==> config.mk <==
export PLATFORM = sky130hd
export DESIGN_NAME = alu_sequencer
export DESIGN_NICKNAME = d
export VERILOG_FILES = /design/src/rtl/alu_sequencer.sv
export SDC_FILE = /design/constraint.sdc
export NUM_CORES = 1
export LEC_CHECK = 0
export ABC_CLOCK_PERIOD_IN_PS = 6500
export CORE_AREA = 10 10 229 231
export DETAILED_ROUTE_END_ITERATION = 16
export DIE_AREA = 0 0 239 241
export PLACE_DENSITY_LB_ADDON = 0.12
export REMOVE_ABC_BUFFERS = 1
export SYNTH_ARGS = -nofsm -noshare
export SYNTH_HDL_FRONTEND = slang
export SYNTH_SLANG_ARGS = --single-unit
==> constraint.sdc <==
create_clock -name clock -period 6.5 [get_ports clock]
set_clock_uncertainty 0.15 [all_clocks]
set_input_delay 1.95 -clock clock [delete_from_list [all_inputs] [get_ports clock]]
set_output_delay 1.95 -clock clock [all_outputs]
set_load 0.02 [all_outputs]
==> src/rtl/alu_sequencer.sv <==
// rtl/alu_sequencer.sv - Runs one- and two-word operations through an external combinational ALU
module alu_sequencer #(
    parameter int WIDTH = 64
) (
    input  logic             clock,
    input  logic             reset_n,
    input  logic             flush,
    input  logic             req_valid,
    output logic             req_ready,
    input  logic [4:0]       req_fs,
    input  logic [WIDTH-1:0] req_a,
    input  logic [WIDTH-1:0] req_b,
    input  logic [WIDTH-1:0] req_a_hi,
    input  logic [WIDTH-1:0] req_b_hi,
    input  logic [1:0]       req_cin_sel,
    input  logic             req_set_flags,
    input  logic             req_wide,
    output logic [4:0]       alu_fs,
    output logic [WIDTH-1:0] alu_a,
    output logic [WIDTH-1:0] alu_b,
    output logic             alu_cin,
    input  logic [WIDTH-1:0] alu_result,
    input  logic             alu_cout,
    input  logic [3:0]       alu_status,
    output logic             rsp_valid,
    input  logic             rsp_ready,
    output logic [WIDTH-1:0] rsp_lo,
    output logic [WIDTH-1:0] rsp_hi,
    output logic [3:0]       rsp_status,
    output logic [3:0]       flags
);

    typedef enum logic [1:0] {
        IDLE    = 2'd0,
        EXEC_LO = 2'd1,
        EXEC_HI = 2'd2,
        DONE    = 2'd3
    } state_t;

    state_t           state_q;
    logic [WIDTH-1:0] a_hi_q;
    logic [WIDTH-1:0] b_hi_q;
    logic             set_flags_q;
    logic             wide_q;
    logic             z_lo_q;

    logic             cin_d;
    logic             wide_d;
    logic [3:0]       hi_status_d;

    always_comb begin
        cin_d = 1'b0;
        case (req_cin_sel)
            2'b01:   cin_d = 1'b1;
            2'b10:   cin_d = flags[1];
            default: cin_d = 1'b0;
        endcase
    end

    // Shift/zero functions (fs[4]=1) have no upper word to chain into.
    assign wide_d      = req_wide & ~req_fs[4];
    assign hi_status_d = {z_lo_q & alu_status[3], alu_status[2:0]};

    always_ff @(posedge clock or negedge reset_n) begin
        if (!reset_n) begin
            state_q     <= IDLE;
            req_ready   <= 1'b1;
            rsp_valid   <= 1'b0;
            rsp_lo      <= '0;
            rsp_hi      <= '0;
            rsp_status  <= '0;
            flags       <= '0;
            alu_fs      <= '0;
            alu_a       <= '0;
            alu_b       <= '0;
            alu_cin     <= 1'b0;
            a_hi_q      <= '0;
            b_hi_q      <= '0;
            set_flags_q <= 1'b0;
            wide_q      <= 1'b0;
            z_lo_q      <= 1'b0;
        end else if (flush) begin
            state_q   <= IDLE;
            req_ready <= 1'b1;
            rsp_valid <= 1'b0;
        end else begin
            case (state_q)
                IDLE: begin
                    if (req_valid) begin
                        alu_fs      <= req_fs;
                        alu_a       <= req_a;
                        alu_b       <= req_b;
                        alu_cin     <= cin_d;
                        a_hi_q      <= req_a_hi;
                        b_hi_q      <= req_b_hi;
                        set_flags_q <= req_set_flags;
                        wide_q      <= wide_d;
                        req_ready   <= 1'b0;
                        state_q     <= EXEC_LO;
                    end
                end
                EXEC_LO: begin
                    rsp_lo <= alu_result;
                    z_lo_q <= alu_status[3];
                    if (wide_q) begin
                        // The low-word carry chains into the upper beat via alu_cin.
                        alu_a   <= a_hi_q;
                        alu_b   <= b_hi_q;
                        alu_cin <= alu_cout;
                        state_q <= EXEC_HI;
                    end else begin
                        rsp_hi     <= '0;
                        rsp_status <= alu_status;
                        if (set_flags_q) begin
                            flags <= alu_status;
                        end
                        rsp_valid <= 1'b1;
                        state_q   <= DONE;
                    end
                end
                EXEC_HI: begin
                    rsp_hi     <= alu_result;
                    rsp_status <= hi_status_d;
                    if (set_flags_q) begin
                        flags <= hi_status_d;
                    end
                    rsp_valid <= 1'b1;
                    state_q   <= DONE;
                end
                DONE: begin
                    if (rsp_ready) begin
                        rsp_valid <= 1'b0;
                        req_ready <= 1'b1;
                        state_q   <= IDLE;
                    end
                end
                default: begin
                    state_q   <= IDLE;
                    req_ready <= 1'b1;
                    rsp_valid <= 1'b0;
                end
            endcase
        end
    end

endmodule

==> results of run 1 <==
## final timing paths
kind	from	end	slack, ps	depth (start not counted)
max	flush	alu_b[53]	2310	5
min	b_hi_q[62]	b_hi_q[62]	350	1
max reg2reg	state_q[1]	alu_b[34]	2870	6
min reg2reg	b_hi_q[62]	b_hi_q[62]	350	1
max in group asynchronous	reset_n	a_hi_q[36]	3810	2
min in group asynchronous	reset_n	alu_a[27]	1320	1
## sequential cells by signal, indices dropped and copies added (netlist names)
register     cells
rsp_lo          64
a_hi_q          64
alu_fs           5
b_hi_q          64
wide_q           1
alu_b           64
flags            4
state_q          2
z_lo_q           1
rsp_valid        1
alu_a           64
alu_cin          1
set_flags_q      1
rsp_hi          64
rsp_status       4
req_ready        1
## layout make-up
cell class	instances	area, µm²
clock buffers	71	1400
repair buffers	630	6350
diodes	12	30.0
flip-flops and latches	405	10100
fillers	3950	21700
multi-input cells	636	6860
well taps	615	769
clock inverters	4	23.8
inverters	69	259
## metrics by stage
stage	area, µm²	power [W]	TNS (ps)	cells	util
global placement	24400	0.0113	0	2355	0.513
floorplan	17200	0.00855	-379870	1110	-
global route	25800	0.0145	0	2436	0.543
finish	25800	0.0138	0	2442	0.543
detailed placement	24400	0.0114	0	2355	0.513
CTS	25800	0.0140	0	2430	0.542
## layout by cell type (no fill, tap or decap), drive strengths merged, types with 2 or more instances in the layout
cell | netlist | layout
inv | 69 | 70
nor3b | 2 | 2
nor2b | 2 | 2
clkdlybuf4s50 | 0 | 609
dfrtp | 404 | 404
mux2i | 64 | 64
a21oi | 5 | 5
mux2 | 464 | 464
a21boi | 2 | 2
ha | 8 | 8
buf | 55 | 21
clkbuf | 12 | 71
diode | 0 | 12
nand2 | 68 | 68
nand2b | 4 | 4
clkinv | 0 | 3
o21bai | 4 | 4
## routing by layer
layer,share of wire,track usage
met1,0.38,0.231
met2,0.52,0.358
met3,0.080,0.0772
met4,0.018,0.0558
met5,0.0021,0
## kinds of logic after synthesis
kind of cell / after synthesis / synth area share
AO/OA/AOI/OAI: 19 / 0.00817
adder cells (fa/ha/maj): 8 / 0.00563
buffers and inverters: 136 / 0.0451
flip-flops: 405 / 0.570
multiplexers: 528 / 0.351
AND/OR/NAND/NOR: 81 / 0.0195
## where the power goes
group	total (W)	internal [W]	switching, W
registers	0.00451	0.00383	0.000683
logic	0.00677	0.00364	0.00313
clock network	0.00248	0.00146	0.00102
==> metrics, run 1 <==
die area=57600 µm²; most frequent cell after synthesis=dfrtp_1; Starting Density=0.374; Worst Path Arrival=4480 ps; Die H=241 µm; worst vdd ir=294 µV; HPWL after detailed placement=45500 µm; DRT antenna net count=0; crit end category=register; Mapped Area=17800 µm²; Yosys cell types=35; Yosys warning total=0; Worst Hold Class=reg -> reg; outcome=complete, no violations; FP Rows=80; Layout area overhead=45.3%; die span in x=239 µm; Max stage delay on crit path=860 ps; Leakage Power=10.8 nW; Tcrit/Tclk final=0.644; predominant post-synthesis flop cell=dfrtp_1; CP Launch Type=input port; leading area contributor after synthesis=dfrtp_1; RSZ-0062 raised after global routing=false; pins over their slew limit=0; Power Density=533 nW/µm²; Critical Path RT=6790 ps; Top delay family on crit path=buffers and inverters; number of synthesized flops with an enable pin=0; Clock transition at path regs=50 ps; IO buf count=610; number of iterations in the first detailed-routing pass=4; H-tree depth=2; initial DRC count=495; Synth top area share=0.569; sequential-to-total area share from yosys stat=0.570; syn avg cell area=15.1 µm²; routability-driven placement congestion ratio=0.810; layout cells sized above 1=0.307; Core Region=47500 µm²; Hold Worst Slack=348 ps; Max stage delay cell, worst path=nor3b_4; root buf cell=clkbuf_16; I/O pin total=611; CTS tree=built; cell breakdown of the critical path=clkdlybuf4s50_1 > o21bai_4 > nor3b_4 > buf_4 > mux2_2; Final min period=4190 ps; nets@finish=2136; fmax=239 MHz; Final Hold Fails=0; Critical Path Fanout Max=13; final worst setup slack=2310 ps; worst slack, placed=1680 ps; gr ovfl total=0; cts repair resizes=0; routed len/inst=24.7 µm; initial antenna violation count=19; overall routing resource usage=0.205; drc violations=0; post-CTS setup buffer count=0; #FFs+latches synth=405; crit path kind=in -> reg; Hold-fix buffers, CTS=0; Finish-stage setup viols=0; total CTS buffers=47; largest net degree at the start of global routing=108; total wire length=60300 µm; Clk Latency, worst-skew pair=570 ps; Clock Path Buffers=3; vias in the first global route=12700; clk sinks=405; maxcap violations=0; Synth top cells by count=404 x dfrtp_1, 364 x mux2_2, 100 x mux2_4; routed vias/inst=4.75; first-pass GRT wire length=87900 µm; slew of the pin with the lowest slew margin=1040 ps; worst path bufs/invs=2; max-slew headroom at the worst pin=0.304; Post-synth ARST share=1.00; largest cells by area after synthesis=dfrtp_1 57%, mux2_2 23%, mux2_4 8.4%, mux2i_1 3.6%, inv_1 1.5%; routed vias=11600; Post-Syn Instances=1177
(Power assumes the default switching activity.)
==> inputs of run 2 (changes only) <==
--- a/config.mk
+++ b/config.mk
@@ -5,10 +5,10 @@
 export SDC_FILE = /design/constraint.sdc
 export NUM_CORES = 1
 export LEC_CHECK = 0
-export ABC_CLOCK_PERIOD_IN_PS = 6500
-export CORE_AREA = 10 10 229 231
+export ABC_CLOCK_PERIOD_IN_PS = 3380
+export CORE_AREA = 10 10 232 234
 export DETAILED_ROUTE_END_ITERATION = 16
-export DIE_AREA = 0 0 239 241
+export DIE_AREA = 0 0 242 244
 export PLACE_DENSITY_LB_ADDON = 0.12
 export REMOVE_ABC_BUFFERS = 1
 export SYNTH_ARGS = -nofsm -noshare
==> constraint.sdc (replaced) <==
create_clock -name clock -period 3.38 [get_ports clock]
set_clock_uncertainty 0.15 [all_clocks]
set_input_delay 1.014 -clock clock [delete_from_list [all_inputs] [get_ports clock]]
set_output_delay 1.014 -clock clock [all_outputs]
set_load 0.02 [all_outputs]
==> metrics, run 2 (synthesized netlist as in run 1, its figures left out) <==
die area=59000 µm²; max-slew headroom at the worst pin=0.565; Power Density=1020 nW/µm²; total CTS buffers=47; switching power=0.00938 W; number of iterations in the first detailed-routing pass=4; nets@finish=2149; Die H=244 µm; FP Rows=82; routed vias=11800; post-CTS setup buffer count=0; routability-driven placement congestion ratio=0.797; overall routing resource usage=0.200; worst flop-to-flop path startpoint=state_q[1]; HPWL after detailed placement=45500 µm; RSZ-0062 raised after global routing=false; P_int=0.0175 W; Tcrit/Tclk final=0.863; CP Launch Type=register; Leakage Power=10.9 nW; Starting Density=0.359; Clock Path Buffers=3; routed len/inst=23.9 µm; crit path kind=reg -> out; first-pass GRT wire length=89000 µm; slew of the pin with the lowest slew margin=652 ps; Critical Path RT=2220 ps; clock network power share=0.189; die span in x=242 µm; largest net degree at the start of global routing=88; most frequent cells in the layout=609 x clkdlybuf4s50_1, 404 x dfrtp_1, 364 x mux2_2, 100 x mux2_4, 69 x inv_1; Clock transition at path regs=60 ps; number of fillers in the final layout=4266; pins over their slew limit=0; initial DRC count=471; Worst Path Arrival=1750 ps; CTS tree=built; Top delay family on crit path=buffers and inverters; final std cells w/o fill=2523; Layout area overhead=47.7%; Finish-stage setup viols=0; maxcap violations=0; gr ovfl total=0; worst path bufs/invs=1; total wire length=60400 µm; Max stage delay on crit path=640 ps; cts repair resizes=0; Max stage delay cell, worst path=clkdlybuf4s50_1; routed vias/inst=4.67; dpl cells=2425; I/O pin total=611; DRT antenna net count=0; outcome=complete, no violations; combinational power share=0.489; Critical Path Source=req_ready; Final Hold Fails=0; Worst Hold Class=in -> async; drc violations=0; IO buf count=610; clk sinks=405; Hold-fix buffers, CTS=0; Clk Latency, worst-skew pair=570 ps; Final min period=2920 ps; Hold Worst Slack=265 ps; most common cell after layout, fill and taps aside=clkdlybuf4s50_1; cell breakdown of the critical path=clkdlybuf4s50_1; layout cells sized above 1=0.316; root buf cell=clkbuf_16; switch share=0.349; H-tree depth=2; sequential share of power=0.323; Critical Path Fanout Max=3; vias in the first global route=12900; worst vdd ir=532 µV; fmax=343 MHz; crit end category=output port; initial antenna violation count=19; Setup TNS Final=0 ps; Core Region=49500 µm²
## run 2: power by group through the flow
stage	combinational, W	clock (W)	sequential, W
after global routing	0.0139	0.00542	0.00902
after global placement	0.0132	0	0.00865
after detailed placement	0.0133	0	0.00873
after floorplan	0.00591	0	0.0105
final	0.0131	0.00507	0.00867
after CTS	0.0134	0.00522	0.00869
## run 2: cell type report
cell class              instances  area (µm²)  share of cell area
flip-flops and latches        405       10100               0.386
multi-input cells             636        6860               0.261
repair buffers                643        6580               0.251
clock buffers                  69        1380              0.0525
well taps                     672         841              0.0320
inverters                      69         259             0.00987
clock inverters                15         154             0.00586
diodes                         14        35.0             0.00133
## run 2: per-layer routing
layer,wire length [µm],share of wire,track usage
met5,83,0.0014,0
met4,1710,0.028,0.0714
met3,4660,0.077,0.0740
met2,31300,0.52,0.349
met1,22600,0.37,0.220
## run 2: path summary, 6_finish.rpt
| kind | to | slack [ps] | cells past startpoint |
|---|---|---|---|
| worst max register to register | rsp_hi[2] | 720 | 6 |
| worst min-delay path | rsp_status[1] | 270 | 1 |
| worst max-delay path | req_ready | 460 | 1 |
| min in group clock | b_hi_q[16] | 350 | 1 |
| max in group asynchronous | a_hi_q[44] | 1990 | 2 |
| worst min register to register | b_hi_q[16] | 350 | 1 |
## run 2: stage by stage
stage / total power [W] / setup WS, ps / area, µm² / util
after global routing: 0.0283 / 400 / 26200 / 0.531
after CTS: 0.0273 / 404 / 26200 / 0.530
after detailed placement: 0.0221 / 273 / 24700 / 0.499
final: 0.0269 / 464 / 26200 / 0.531
after floorplan: 0.0164 / -6070 / 17200 / -
after global placement: 0.0218 / 271 / 24700 / 0.499
==> inputs of run 3 (changes only) <==
--- a/config.mk
+++ b/config.mk
@@ -9,6 +9,7 @@
 export CORE_AREA = 10 10 232 234
 export DETAILED_ROUTE_END_ITERATION = 16
 export DIE_AREA = 0 0 242 244
+export MAX_ROUTING_LAYER = met4
 export PLACE_DENSITY_LB_ADDON = 0.12
 export REMOVE_ABC_BUFFERS = 1
 export SYNTH_ARGS = -nofsm -noshare
==> metrics, run 3 (synthesized netlist as in run 1, its figures left out) <==
Tcrit/Tclk final=0.866; cts repair resizes=0; RSZ-0062 raised after global routing=false; outcome=complete, no violations; largest net degree at the start of global routing=88; die span in x=242 µm; initial antenna violation count=19; Power Density=1020 nW/µm²; Clk Latency, worst-skew pair=570 ps; Top delay family on crit path=buffers and inverters; Final min period=2930 ps; GR peak layer=met2; drc violations=0; Finish-stage setup viols=0; total wire length=60600 µm; storage element area=10100 µm²; CP Launch Type=register; initial DRC count=427; root buf cell=clkbuf_16; max-slew headroom at the worst pin=0.575; fmax=342 MHz; met1 usage=0.222; pins over their slew limit=0; IO buf count=610; routability-driven placement congestion ratio=0.808; worst flop-to-flop path startpoint=state_q[1]; gr ovfl total=0; Critical Path Fanout Max=3; Hold Worst Slack=263 ps; worst path bufs/invs=1; routed vias/inst=4.66; Worst Path Arrival=1760 ps; DRT antenna net count=0; crit end category=output port; Tot Pwr=0.0269 W; Hold-fix buffers, CTS=0; routed vias=11800; Clock Path Buffers=3; Starting Density=0.359; multi-input logic area=6860 µm²; Critical Path Source=req_ready; number of fillers in the final layout=4266; number of iterations in the first detailed-routing pass=4; most common cell after layout, fill and taps aside=clkdlybuf4s50_1; Worst Hold Class=in -> async; Leakage Power=10.9 nW; nets@finish=2149; first-pass GRT wire length=89000 µm; Max stage delay cell, worst path=clkdlybuf4s50_1; CTS tree=built; clk sinks=405; H-tree depth=2; Critical Path RT=2220 ps; HPWL after detailed placement=45500 µm; I/O pin total=611; vias in the first global route=12900; overall routing resource usage=0.206; Core Region=49500 µm²; crit path kind=reg -> out; Final Hold Fails=0; post-CTS setup buffer count=0; layout cells sized above 1=0.316; cell breakdown of the critical path=clkdlybuf4s50_1; GR Util met3=0.0719; Layout area overhead=47.8%; slew of the pin with the lowest slew margin=637 ps; routed len/inst=23.9 µm; Clock transition at path regs=60 ps; most frequent cells in the layout=609 x clkdlybuf4s50_1, 404 x dfrtp_1, 364 x mux2_2, 100 x mux2_4, 69 x inv_1; Die H=244 µm; total CTS buffers=47; die area=59000 µm²; FP Rows=82; maxcap violations=0; worst vdd ir=532 µV; Max stage delay on crit path=660 ps; GR met2 Demand/Resource=0.349
==> run 3: changes by cell type in the layout (fill, tap and decap cells not counted), sizes merged <==
cell | before | now
diode | 14 | 20
==> run 3: per-stage QoR <==
| stage | setup TNS [ps] | area (µm²) | std cells | setup WS, ps | utilization |
|---|---|---|---|---|---|
| after floorplan | -1269080 | 17200 | 1110 | -6070 | - |
| after global placement | 0 | 24700 | 2425 | 271 | 0.499 |
| after detailed placement | 0 | 24700 | 2425 | 273 | 0.499 |
| after CTS | 0 | 26200 | 2509 | 404 | 0.530 |
| after global routing | 0 | 26300 | 2528 | 400 | 0.531 |
| final | 0 | 26300 | 2529 | 452 | 0.531 |
==> run 3: path summary, 6_finish.rpt <==
check	slack, ps	endpoint	cells after the start
max	450	req_ready	1
min	260	rsp_status[1]	1
max reg2reg	710	rsp_hi[46]	6
min reg2reg	350	b_hi_q[16]	1
max in group asynchronous	2010	a_hi_q[44]	2
min in group clock	350	b_hi_q[16]	1
==> run 3: layout make-up <==
class                   instances  area share
clock buffers                  69      0.0525
clock inverters                15     0.00586
well taps                     672      0.0320
flip-flops and latches        405       0.386
repair buffers                643       0.251
diodes                         20     0.00191
inverters                      69     0.00986
multi-input cells             636       0.261
==> run 3: where the power goes <==
part           switching [W]  total, W  leakage, nW  internal [W]
Clock                0.00203   0.00507        0.767       0.00304
Sequential           0.00131   0.00867         4.90       0.00736
Combinational        0.00604    0.0131         5.26       0.00710
Total                0.00938    0.0269         10.9        0.0175
==> run 3: layer usage <==
layer  vias to the layer above  wire length, µm
li1                       5344                -
met1                      6000            23000
met2                       365            31300
met3                        76             4590
met4                         0             1710
met5                         -                0
